**config.mk**
```make
export PLATFORM = sky130hd
export DESIGN_NAME = dm_port_arbiter
export DESIGN_NICKNAME = d
export VERILOG_FILES = /design/src/rtl/computer_pkg.sv /design/src/rtl/dm_port_arbiter_rr_pick.sv /design/src/rtl/dm_port_arbiter.sv
export SDC_FILE = /design/constraint.sdc
export NUM_CORES = 1
export LEC_CHECK = 0
export CORE_UTILIZATION = 30
export DETAILED_ROUTE_END_ITERATION = 6
export HOLD_SLACK_MARGIN = 0.02
export PLACE_DENSITY = 0.65
export RECOVER_POWER = 25
export SLEW_MARGIN = 15
export SYNTH_ARGS = -nofsm -noshare
export SYNTH_HDL_FRONTEND = slang
export SYNTH_HIERARCHICAL = 1
export SYNTH_SLANG_ARGS = --single-unit
```
**constraint.sdc**
```tcl
create_clock -name clk -period 2 [get_ports clk]
set_input_delay 0.2 -clock clk [delete_from_list [all_inputs] [get_ports clk]]
set_output_delay 0.2 -clock clk [all_outputs]
set_load 0.05 [all_outputs]
```
**src/rtl/computer_pkg.sv**
```systemverilog
// Shared definitions for the Computer node: RAM geometry and the data-RAM
// port arbiter state encoding.
package computer_pkg;

  localparam int unsigned ADDR_W = 16;
  localparam int unsigned DATA_W = 16;

  typedef enum logic [1:0] {
    IDLE,
    ACCESS,
    RDATA
  } arb_state_t;

endpackage

```
**src/rtl/dm_port_arbiter_rr_pick.sv**
```systemverilog
// Combinational round-robin picker: first set candidate strictly after `last`
// in circular order, returned one-hot with a found flag.
module rr_pick #(
  parameter int unsigned N_REQ = 2
) (
  input  logic [N_REQ-1:0]         cand,
  input  logic [$clog2(N_REQ)-1:0] last,
  output logic [N_REQ-1:0]         winner_c,
  output logic                     found_c
);

  localparam int unsigned LW = $clog2(N_REQ);

  // Offset 1..N_REQ so `last` itself is considered only after everyone else.
  always_comb begin
    winner_c = '0;
    found_c  = 1'b0;
    for (int unsigned k = 1; k <= N_REQ; k++) begin
      if (!found_c && cand[LW'((32'(last) + k) % N_REQ)]) begin
        winner_c[LW'((32'(last) + k) % N_REQ)] = 1'b1;
        found_c = 1'b1;
      end
    end
  end

endmodule

```
**src/rtl/dm_port_arbiter.sv**
```systemverilog
// Single-port data RAM arbiter: round-robin grants with an optional
// read-modify-write lock; all RAM-side signals and read returns are registered.
module dm_port_arbiter
  import computer_pkg::*;
#(
  parameter int unsigned N_REQ  = 2,
  parameter int unsigned ADDR_W = computer_pkg::ADDR_W,
  parameter int unsigned DATA_W = computer_pkg::DATA_W
) (
  input  logic                          clk,
  input  logic                          rst,
  input  logic [N_REQ-1:0]              req,
  input  logic [N_REQ-1:0]              we,
  input  logic [N_REQ-1:0]              lock,
  input  logic [N_REQ-1:0][ADDR_W-1:0]  addr,
  input  logic [N_REQ-1:0][DATA_W-1:0]  wdata,
  output logic [N_REQ-1:0]              gnt,
  output logic [N_REQ-1:0]              rd_valid,
  output logic [DATA_W-1:0]             rd_data,
  output logic [ADDR_W-1:0]             ram_addr,
  output logic [DATA_W-1:0]             ram_wdata,
  output logic                          ram_we,
  input  logic [DATA_W-1:0]             ram_rdata
);

  localparam int unsigned LW = $clog2(N_REQ);

  arb_state_t        state, state_d;
  logic [LW-1:0]     last, last_d;
  logic [LW-1:0]     owner, owner_d;
  logic              locked, locked_d;
  logic [N_REQ-1:0]  gnt_d, rd_valid_d;
  logic [DATA_W-1:0] rd_data_d, ram_wdata_d;
  logic [ADDR_W-1:0] ram_addr_d;
  logic              ram_we_d;

  logic [N_REQ-1:0]  cand;
  logic [N_REQ-1:0]  win_oh;
  logic              found;
  logic [LW-1:0]     win_idx;

  // A held lock narrows the field to the owner; once the owner lets go of req
  // the lock no longer applies, so others may win on that same edge.
  always_comb begin
    cand = req;
    if (locked && req[owner]) begin
      cand        = '0;
      cand[owner] = 1'b1;
    end
  end

  rr_pick #(.N_REQ(N_REQ)) u_pick (
    .cand     (cand),
    .last     (last),
    .winner_c (win_oh),
    .found_c  (found)
  );

  always_comb begin
    win_idx = '0;
    for (int unsigned i = 0; i < N_REQ; i++) begin
      if (win_oh[i]) win_idx = LW'(i);
    end
  end

  // Next-state and next-register logic.
  always_comb begin
    state_d     = state;
    gnt_d       = '0;
    rd_valid_d  = '0;
    rd_data_d   = rd_data;
    ram_addr_d  = ram_addr;
    ram_wdata_d = ram_wdata;
    ram_we_d    = 1'b0;
    last_d      = last;
    owner_d     = owner;
    locked_d    = locked;
    case (state)
      IDLE: begin
        if (locked && !req[owner]) locked_d = 1'b0;
        if (found) begin
          gnt_d       = win_oh;
          ram_addr_d  = addr[win_idx];
          ram_wdata_d = wdata[win_idx];
          ram_we_d    = we[win_idx];
          last_d      = win_idx;
          owner_d     = win_idx;
          locked_d    = lock[win_idx];
          state_d     = ACCESS;
        end
      end
      ACCESS: begin
        // ram_we still reflects the access the RAM performs at this edge.
        state_d = ram_we ? IDLE : RDATA;
      end
      RDATA: begin
        rd_data_d         = ram_rdata;
        rd_valid_d[owner] = 1'b1;
        state_d           = IDLE;
      end
      default: state_d = IDLE;
    endcase
  end

  always_ff @(posedge clk or posedge rst) begin
    if (rst) begin
      state     <= IDLE;
      gnt       <= '0;
      rd_valid  <= '0;
      rd_data   <= '0;
      ram_addr  <= '0;
      ram_wdata <= '0;
      ram_we    <= 1'b0;
      last      <= LW'(N_REQ - 1);
      owner     <= '0;
      locked    <= 1'b0;
    end else begin
      state     <= state_d;
      gnt       <= gnt_d;
      rd_valid  <= rd_valid_d;
      rd_data   <= rd_data_d;
      ram_addr  <= ram_addr_d;
      ram_wdata <= ram_wdata_d;
      ram_we    <= ram_we_d;
      last      <= last_d;
      owner     <= owner_d;
      locked    <= locked_d;
    end
  end

endmodule

```
==> metrics.csv, run 1 <==
stage,metric,value,unit
yosys,yosys.area.top_type,dfrtp_1,
routing,vias,2012,
worst_hold_path,hold_start,ram_we,
clock_network,cts_max_path_buffers,2,
grt,grt-ovfl-total,0,
floorplanning,die_w,93.1,um
clock_network,cts-root-buf,clkbuf_8,
critical_path,reg2reg_from,owner,
run,drv_cap,0,
timing,worst_pin_slew,1.39,ns
finish,layout.cells.most_common,clkdlybuf4s50_1,
clock_network,clkSinkCount,58,
yosys,netlist_area,2490,um2
routing,dr.pass1.iters,4,
pwr,vdd_ir_drop_max,715,uV
timing,fin_skew,0.00489,ns
finish,syn_to_final_growth,70.7,%
floorplanning,io_pins,141,
clock_network,path_clk_slew,0.06,ns
critical_path,worstPathArrival,1.97,ns
grt,grt_start_max_net_pins,59,
floorplanning,die_h,93.1,um
place,post-dp-hpwl,4.24,mm
pwr,powerDensity,1740,nW/um2
floorplanning,core_area,7890,um2
yosys,synth.distinct_cells,25,
clock_network,h-tree-depth,3,
pwr,power.leakage,1.85,nW
critical_path,endpoint_kind,register,
place,gp_congestion,0.696,
routing,totalWireLength,5.58,mm
timing,fin_crit,1.77,ns
grt,grtUsageTotal,13.7,%
timing,finalCritPeriodShare,88.7,%
critical_path,required,2.19,ns
yosys,synth_nets,298,
routing,drc,0,
yosys,syn_area_per_cell,11.9,um2
critical_path,r2r_slack,0.23,ns
finish,fin_nets,445,
yosys,synth_area_leaders,"dfrtp_1 (57%), mux2i_1 (14%), mux2_2 (7.2%), nand2_1 (5.0%), o21ai_0 (4.4%)",
grt,grt_pass1_vias,2096,
critical_path,worstPathMaxFanout,39,
yosys,synth_seq_cells,58,
finish,layout_common_cells,"clkdlybuf4s50_1 (139), dfrtp_1 (57), mux2i_1 (34)",
grt,grt_pass1_wl,9.20,mm
floorplanning,rows,32,
clock_network,cts_resized,0,
clock_network,numCtsBuffers,9,
clock_network,clk_latency,0.32,ns
finish,antennaDiodeCount,0,
pwr,finalPower,7.38,mW
timing,relSlewSlack,7.43,%
clock_network,postCtsSetupRepairBufs,0,
routing,via_per_inst,4.35,
yosys,synthCells,210,
clock_network,cts_tree,yes,
finish,n_fill_cell,709,
yosys,yosysTopAreaCellShare,57.3,%
timing,rsz0062_at_grt,false,
routing,wl_per_cell,12.1,um
grt,antenna_found_initial,0,
worst_hold_path,hp-class,reg -> reg,
timing,fmax,564,MHz
critical_path,critical_path_class,reg -> reg,
outcome,run_status,completed,
critical_path,startpoint_type,register,
yosys,yosysWarnings,6,
routing,drt_iter0_markers,45,
place,dp_cells,448,
clock_network,hold_buffers,0,
timing,hold_viol,0,
routing,final_antenna_net_count,0,
finish,multi_input_area,935,um2
place,portBuffers,140,
floorplanning,dieArea,8670,um2
critical_path,crit_start,owner,
finish,layout-drive-gt1-share,12.2,%
finish,layoutNonFillerInstCount,462,
timing,slew_violations,0,
finish,register_area,1450,um2
timing,setup_viol,0,
yosys,seq_area_frac_synth,58.3,%
floorplanning,start_util,31.6,%
final cells by class:
class                           count  share of cell area [%]
Timing Repair Buffer              150                    35.9
Sequential cell                    58                    34.2
Multi-Input combinational cell    133                    22.0
Clock buffer                       11                    3.56
Tap cell                          102                    3.00
Clock inverter                      3                   0.942
Inverter                            5                   0.442
critical path: stages (launching register included):
cell and delay [ns]:
dfrtp_1 0.38, nor2b_1 0.07, a21boi_0 0.20, or2_1 0.13, or3b_2 0.52, buf_12 0.20, nand2_1 0.07, o21ai_0 0.08
cells by family after synthesis:
kind of cell,share of synthesized area [%]
AND/OR/NAND/NOR,7.39
buffers and inverters,4.57
flip-flops,58.3
AO/OA/AOI/OAI,8.79
multiplexers,20.9
per-layer routing:
metal / vias up / share of wire, % / global-route usage [%]
met1: 904 / 42 / 15.8
met2: 88 / 47 / 22.6
li1: 1010 / - / -
met5: - / 0 / 0
met3: 10 / 9.0 / 4.96
met4: 0 / 1.9 / 6.54
cell usage after synthesis:
| master | n |
|---|---|
| clkbuf_2 | 1 |
| buf_6 | 4 |
| and2_1 | 1 |
| dfstp_2 | 1 |
| a21boi_1 | 2 |
| inv_1 | 5 |
| o22ai_1 | 1 |
| a31oi_1 | 1 |
| o21ai_0 | 22 |
| nor3b_1 | 1 |
| mux2_2 | 16 |
| or3b_1 | 1 |
| nand2_1 | 33 |
| dfrtp_1 | 57 |
| buf_2 | 9 |
| nor2b_1 | 1 |
| or2_1 | 1 |
| and2_2 | 1 |
| a21boi_0 | 1 |
| o21ai_1 | 10 |
| a21o_1 | 2 |
| mux2i_1 | 34 |
| nor2_1 | 3 |
| a2111oi_0 | 1 |
| nand2b_1 | 1 |
registers in the layout (all words and copies together), names as in the netlist:
register / cells
ram_we: 1
ram_addr: 16
locked: 1
last: 1
state: 2
owner: 1
gnt: 2
rd_data: 16
rd_valid: 2
ram_wdata: 16
per-stage QoR:
stage	area [um2]	util, %	worst slack [ns]	hold slack (ns)	TNS (ns)
floorplan	2490	-	0.247	0.351	0
global placement	4070	51.6	-0.0889	0.440	-2.18
detailed placement	4070	51.6	-0.141	0.431	-2.89
CTS	4260	54.1	0.183	0.260	0
global route	4250	53.9	0.0621	0.448	0
finish	4250	53.9	0.226	0.436	0
final timing paths:
| kind | depth (start not counted) | endpoint |
|---|---|---|
| worst max-delay path | 7 | ram_wdata[3] |
| worst min-delay path | 1 | state[1] |
| worst max register to register | 7 | ram_wdata[3] |
| worst min register to register | 1 | state[1] |
| max in group asynchronous | 3 | rd_data[10] |
| min in group asynchronous | 3 | ram_addr[9] |
where the power goes:
| part | internal [mW] | switching, mW |
|---|---|---|
| Clock | 0.625 | 0.415 |
| Sequential | 1.75 | 0.293 |
| Combinational | 1.61 | 2.69 |
No activity file was read; power rests on OpenSTA's default activity.
==> inputs of run 2 (changes only) <==
Settings changed: ABC_CLOCK_PERIOD_IN_PS set to 2000, CORE_UTILIZATION 30 to 38, PLACE_DENSITY 0.65 to 0.8, RECOVER_POWER 25 to not set.
==> run 2 against run 1 <==
  * Wire length shrank 1.1%
  * Critical path depth is the same
  * Design area grew 0.88%
  * Core utilization grew 14 points
  * Register-to-register slack lost 0.04 ns
  * Global-route usage grew 3.9 points
  * First-iteration DRC count grew 53%
  * Die area shrank 21%
  * Critical path type unchanged
  * Power grew 3.8%
  * Count of clock-buffer cells in the layout is the same
  * Flip-flop and latch count is the same
  * Non-clock buffer count shrank 1
==> metrics.csv, run 2 (same netlist as run 1, synthesis figures left out) <==
stage,metric,value,unit,change
floorplanning,dieArea,6880,um2,was 8670 um2
finish,layout_common_cells,"clkdlybuf4s50_1 (140), dfrtp_1 (56), mux2i_1 (34)",,"was clkdlybuf4s50_1 (139), dfrtp_1 (57), mux2i_1 (34)"
pwr,powerDensity,1790,nW/um2,was 1740 nW/um2
routing,drt_iter0_markers,69,,was 45
critical_path,worstPathArrival,2.02,ns,was 1.97 ns
critical_path,startpoint_type,register,,unchanged
finish,biggestRegsByFlops,"ram_addr: 16 flops, ram_wdata: 16 flops, rd_data: 16 flops",,unchanged
pwr,p_int,4.24,mW,was 3.99 mW
critical_path,crit_chain,nor2b_1 -> a21boi_1 -> or2_1 -> or3b_2 -> buf_12 -> nand2_1 -> o21ai_0,,was nor2b_1 -> a21boi_0 -> or2_1 -> or3b_2 -> buf_12 -> nand2_1 -> o21ai_0
critical_path,r2r-end,ram_addr[9],,was ram_wdata[3]
clock_network,path_clk_slew,0.07,ns,was 0.06 ns
pwr,power.switching,3.42,mW,was 3.40 mW
clock_network,h-tree-depth,3,,unchanged
critical_path,critical_path_class,reg -> reg,,unchanged
critical_path,reg2reg_from,owner,,unchanged
timing,holdWs,0.202,ns,was 0.436 ns
clock_network,cts_resized,0,,unchanged
run,drv_cap,0,,unchanged
timing,worst_pin_slew,0.519,ns,was 1.39 ns
worst_hold_path,hp-class,in -> async,,was reg -> reg
pwr,pwr-share-seq,26.7,%,was 27.6%
pwr,finalPower,7.66,mW,was 7.38 mW
clock_network,clkSinkCount,58,,unchanged
finish,fin_nets,444,,was 445
finish,layout.cells.most_common,clkdlybuf4s50_1,,unchanged
grt,grt-ovfl-total,0,,unchanged
grt,grt_pass1_wl,9.64,mm,was 9.20 mm
clock_network,numCtsBuffers,9,,unchanged
routing,vias,2019,,was 2012
place,dp_cells,422,,was 448
finish,layoutNonFillerInstCount,438,,was 462
critical_path,required,2.20,ns,was 2.19 ns
clock_network,postCtsSetupRepairBufs,0,,unchanged
place,placed_cell_area,4030,um2,was 4070 um2
grt,antenna_found_initial,0,,unchanged
timing,setup_viol,0,,unchanged
floorplanning,core_area,6350,um2,was 7890 um2
critical_path,r2r_cells,7,,unchanged
timing,hold_viol,0,,unchanged
pwr,power.leakage,1.88,nW,was 1.85 nW
grt,grt_pass1_vias,2124,,was 2096
pwr,p_sw_share,44.6,%,was 46.0%
routing,drc,0,,unchanged
place,pre_cts_slack,-0.160,ns,was -0.141 ns
floorplanning,start_util,39.2,%,was 31.6%
floorplanning,rows,29,,was 32
clock_network,cts_tree,yes,,unchanged
finish,syn_to_final_growth,72.2,%,was 70.7%
timing,fin_ws,0.184,ns,was 0.226 ns
critical_path,r2r_slack,0.18,ns,was 0.23 ns
pwr,p_comb_share,55.9,%,was 58.3%
routing,via_per_inst,4.61,,was 4.35
critical_path,endpoint_kind,register,,unchanged
floorplanning,die_h,82.9,um,was 93.1 um
timing,finalCritPeriodShare,90.8,%,was 88.7%
clock_network,cts-root-buf,clkbuf_8,,unchanged
critical_path,crit_slowest_cell,or3b_2,,unchanged
clock_network,cts_max_path_buffers,2,,unchanged
floorplanning,die_w,82.9,um,was 93.1 um
finish,layout-drive-gt1-share,13.0,%,was 12.2%
timing,fin_crit,1.82,ns,was 1.77 ns
routing,final_antenna_net_count,0,,unchanged
place,portBuffers,140,,unchanged
timing,rsz0062_at_grt,false,,unchanged
pwr,pwr-share-clk,17.4,%,was 14.1%
place,gp_congestion,0.727,,was 0.696
finish,antennaDiodeCount,0,,unchanged
critical_path,worstPathMaxFanout,28,,was 39
timing,relSlewSlack,65.3,%,was 7.43%
outcome,run_status,completed,,unchanged
floorplanning,io_pins,141,,unchanged
finish,n_fill_cell,499,,was 709
timing,slew_violations,0,,unchanged
finish,final_util,67.5,%,was 53.9%
routing,wl_per_cell,12.6,um,was 12.1 um
routing,dr.pass1.iters,4,,unchanged
place,post-dp-hpwl,4.30,mm,was 4.24 mm
pwr,vdd_ir_drop_max,1200,uV,was 715 uV
clock_network,clk_latency,0.33,ns,was 0.32 ns
timing,fin_skew,0.00824,ns,was 0.00489 ns
grt,grtUsageTotal,17.6,%,was 13.7%
clock_network,hold_buffers,0,,unchanged
timing,finalSetupTns,0,ns,unchanged
finish,design_area,4290,um2,was 4250 um2
critical_path,slowest_delay,0.52,ns,about the same
timing,fmax,551,MHz,was 564 MHz
grt,grt_start_max_net_pins,42,,was 59
routing,totalWireLength,5.52,mm,was 5.58 mm
[run 2: changes by cell type in the layout (fill, tap and decap cells not counted)]
cell             before  now
inv_2                 0    1
dfrtp_2               0    1
clkdlybuf4s50_1     139  140
a21boi_1              1    2
buf_4                 5    4
clkbuf_2              1    0
a21boi_0              1    0
dlygate4sd3_1         1    0
bufinv_16             1    3
buf_12                4    5
dfrtp_1              57   56
clkinv_1              1    0
[run 2: layer usage]
metal  GRT usage [%]  vias up  wire length (um)
li1                -     1008                 -
met1            20.8      914              2270
met2            29.5       87              2780
met3            4.77       10               365
met4            8.93        0               104
met5               0        -                 0
[run 2: worst max-delay path by stage]
stage	end	start	depth (start not counted)	slack, ns
after global placement	owner	req[0]	7	-0.1
after CTS	ram_addr[10]	owner	6	0.08
final	ram_addr[9]	owner	7	0.18
after global routing	ram_wdata[15]	owner	6	0.04
after detailed placement	ram_addr[10]	req[0]	7	-0.16
after floorplan	ram_addr[1]	owner	9	0.25
[run 2: worst max-delay path, delay by kind of cell, from the launching register on]
| kind | cells | cell delay [ns] |
|---|---|---|
| AO/OA/AOI/OAI | 2 | 0.28 |
| flip-flops | 1 | 0.41 |
| buffers and inverters | 1 | 0.19 |
| AND/OR/NAND/NOR | 4 | 0.80 |
[run 2: power by group through the flow]
stage,Clock [mW],Sequential [mW],Combinational (mW)
after floorplan,0,3.84,1.06
after global placement,0,2.04,4.26
after detailed placement,0,2.06,4.33
after CTS,1.36,2.06,4.33
after global routing,1.42,2.14,4.52
final,1.33,2.05,4.28
[run 2: cell type report]
cell class / count / area, um2 / area share [%]
well taps: 77 / 96.3 / 2.25
clock inverters: 5 / 100 / 2.34
multi-input cells: 133 / 935 / 21.8
inverters: 5 / 18.8 / 0.438
clock buffers: 11 / 151 / 3.53
repair buffers: 149 / 1530 / 35.7
flip-flops and latches: 58 / 1450 / 33.9
==> inputs of run 3 (changes only) <==
Settings changed: ABC_CLOCK_PERIOD_IN_PS 2000 to 1850, CORE_MARGIN set to 2.
Clock period 2 ns to 1.85 ns, I/O delays scaled along.
==> run 3 against run 2 <==
  * Worst hold slack improved by 0.034 ns
  * Count of clock-buffer cells in the layout increased by 1
  * Combinational power rose by 9.8%
  * Clock power rose by 9%
  * Critical path type is now reg -> out
  * Critical endpoint is now ram_addr[14]
==> metrics.csv, run 3 (same netlist as run 1, synthesis figures left out) <==
stage,metric,value,unit,change
routing,via_per_inst,4.62,,was 4.61
floorplanning,io_pins,141,,unchanged
timing,hold_viol,0,,unchanged
floorplanning,rows,29,,unchanged
place,post-dp-hpwl,4.38,mm,was 4.30 mm
timing,fmax,589,MHz,
worst_hold_path,hp-class,in -> async,,unchanged
timing,slew_violations,0,,unchanged
grt,grtUsageTotal,16.4,%,was 17.6%
finish,antennaDiodeCount,0,,unchanged
finish,layout_common_cells,"clkdlybuf4s50_1 (140), dfrtp_1 (57), mux2i_1 (34)",,"was clkdlybuf4s50_1 (140), dfrtp_1 (56), mux2i_1 (34)"
place,gp_congestion,0.715,,was 0.727
pwr,power.leakage,1.88,nW,about the same
finish,final_util,67.7,%,was 67.5%
critical_path,crit_family,buffers and inverters,,was simple AND/OR/NAND/NOR gates
clock_network,hold_buffers,0,,unchanged
floorplanning,core_area,6350,um2,unchanged
routing,final_antenna_net_count,0,,unchanged
timing,rsz0062_at_grt,false,,unchanged
pwr,finalPower,8.35,mW,was 7.66 mW
finish,biggestRegsByFlops,"ram_addr: 16 flops, ram_wdata: 16 flops, rd_data: 16 flops",,unchanged
timing,fin_skew,0.00897,ns,was 0.00824 ns
clock_network,path_clk_slew,0.07,ns,about the same
critical_path,startpoint_type,register,,unchanged
grt,grt_pass1_wl,9.44,mm,was 9.64 mm
floorplanning,die_h,84.9,um,was 82.9 um
run,drv_cap,0,,unchanged
finish,n_fill_cell,494,,was 499
clock_network,numCtsBuffers,9,,unchanged
floorplanning,die_w,84.9,um,was 82.9 um
timing,setup_viol,0,,unchanged
finish,multi_input_area,937,um2,was 935 um2
critical_path,crit_buf_inv,1,,unchanged
pwr,powerDensity,1940,nW/um2,was 1790 nW/um2
pwr,vdd_ir_drop_max,1150,uV,was 1200 uV
clock_network,clkSinkCount,58,,unchanged
clock_network,cts-root-buf,clkbuf_8,,unchanged
clock_network,clk_latency,0.32,ns,was 0.33 ns
outcome,run_status,completed,,unchanged
critical_path,worstPathArrival,1.51,ns,was 2.02 ns
place,portBuffers,140,,unchanged
critical_path,crit_chain,clkdlybuf4s50_1,,was nor2b_1 -> a21boi_1 -> or2_1 -> or3b_2 -> buf_12 -> nand2_1 -> o21ai_0
finish,layout.cells.most_common,clkdlybuf4s50_1,,unchanged
routing,dr.pass1.iters,4,,unchanged
grt,antenna_found_initial,0,,unchanged
grt,grt-ovfl-total,0,,unchanged
clock_network,cts_max_path_buffers,2,,unchanged
finish,register_area,1450,um2,about the same
floorplanning,start_util,39.2,%,unchanged
critical_path,required,1.66,ns,was 2.20 ns
timing,relSlewSlack,65.0,%,was 65.3%
critical_path,slowest_delay,0.82,ns,was 0.52 ns
finish,syn_to_final_growth,72.6,%,was 72.2%
grt,grt_start_max_net_pins,59,,was 42
floorplanning,dieArea,7220,um2,was 6880 um2
grt,grt_pass1_vias,2099,,was 2124
timing,worst_pin_slew,0.523,ns,was 0.519 ns
finish,fin_nets,445,,was 444
critical_path,crit_slowest_cell,clkdlybuf4s50_1,,was or3b_2
critical_path,endpoint_kind,output port,,was register
clock_network,h-tree-depth,3,,unchanged
routing,drc,0,,unchanged
finish,layout-drive-gt1-share,12.7,%,was 13.0%
timing,fin_crit,1.70,ns,
critical_path,worstPathMaxFanout,2,,was 28
routing,totalWireLength,5.66,mm,was 5.52 mm
timing,finalCritPeriodShare,91.8,%,
routing,drt_iter0_markers,25,,was 69
clock_network,cts_tree,yes,,unchanged
routing,wl_per_cell,12.9,um,was 12.6 um
routing,vias,2030,,was 2019
critical_path,critical_path_class,reg -> out,,was reg -> reg
## run 3: timing repair
action / 4_1_cts / 5_1_grt
setup buffers: 0 / 0
setup endpoints to repair: 0 / 27
resized for setup: 0 / 4
## run 3: worst paths after layout
path / start / slack, ns / depth (start not counted) / to
worst max-delay path: ram_addr[14] / 0.15 / 1 / ram_addr[14]
worst min-delay path: rst / 0.24 / 3 / ram_addr[9]
worst max register to register: owner / 0.15 / 7 / owner
worst min register to register: ram_we / 0.45 / 1 / state[1]
max in group asynchronous: rst / 1.32 / 3 / last
min in group clk: ram_we / 0.45 / 1 / state[1]
## run 3: metrics by stage
stage	instance area (um2)	instances	setup TNS, ns	setup WS [ns]	hold WS [ns]
6_report	4300	439	0	0.152	0.236
5_1_grt	4300	439	0	0.0354	0.247
4_1_cts	4290	439	0	0.0236	0.238
3_5_place_dp	4040	423	-8.64	-0.278	0.446
3_3_place_gp	4040	423	-7.54	-0.240	0.431
2_1_floorplan	2490	210	0	0.0974	0.336
## run 3: cell type report
cell class	count	area share [%]
Clock buffer	12	3.61
Inverter	5	0.437
Tap cell	77	2.24
Multi-Input combinational cell	133	21.8
Timing Repair Buffer	150	35.8
Sequential cell	58	33.8
Clock inverter	4	2.27
## run 3: report_power, final
| group | switching, mW | internal [mW] |
|---|---|---|
| Combinational | 2.94 | 1.77 |
| Clock | 0.476 | 0.969 |
| Sequential | 0.316 | 1.89 |
| Total | 3.73 | 4.62 |
## run 3: routing by layer
metal / routed length, um / vias up / GRT usage, % / part of all wire [%]
li1: - / 1012 / - / -
met1: 2250 / 931 / 18.9 / 40
met2: 2880 / 83 / 28.3 / 51
met3: 496 / 4 / 6.23 / 8.8
met4: 40 / 0 / 5.19 / 0.71
met5: 0 / - / 0 / 0
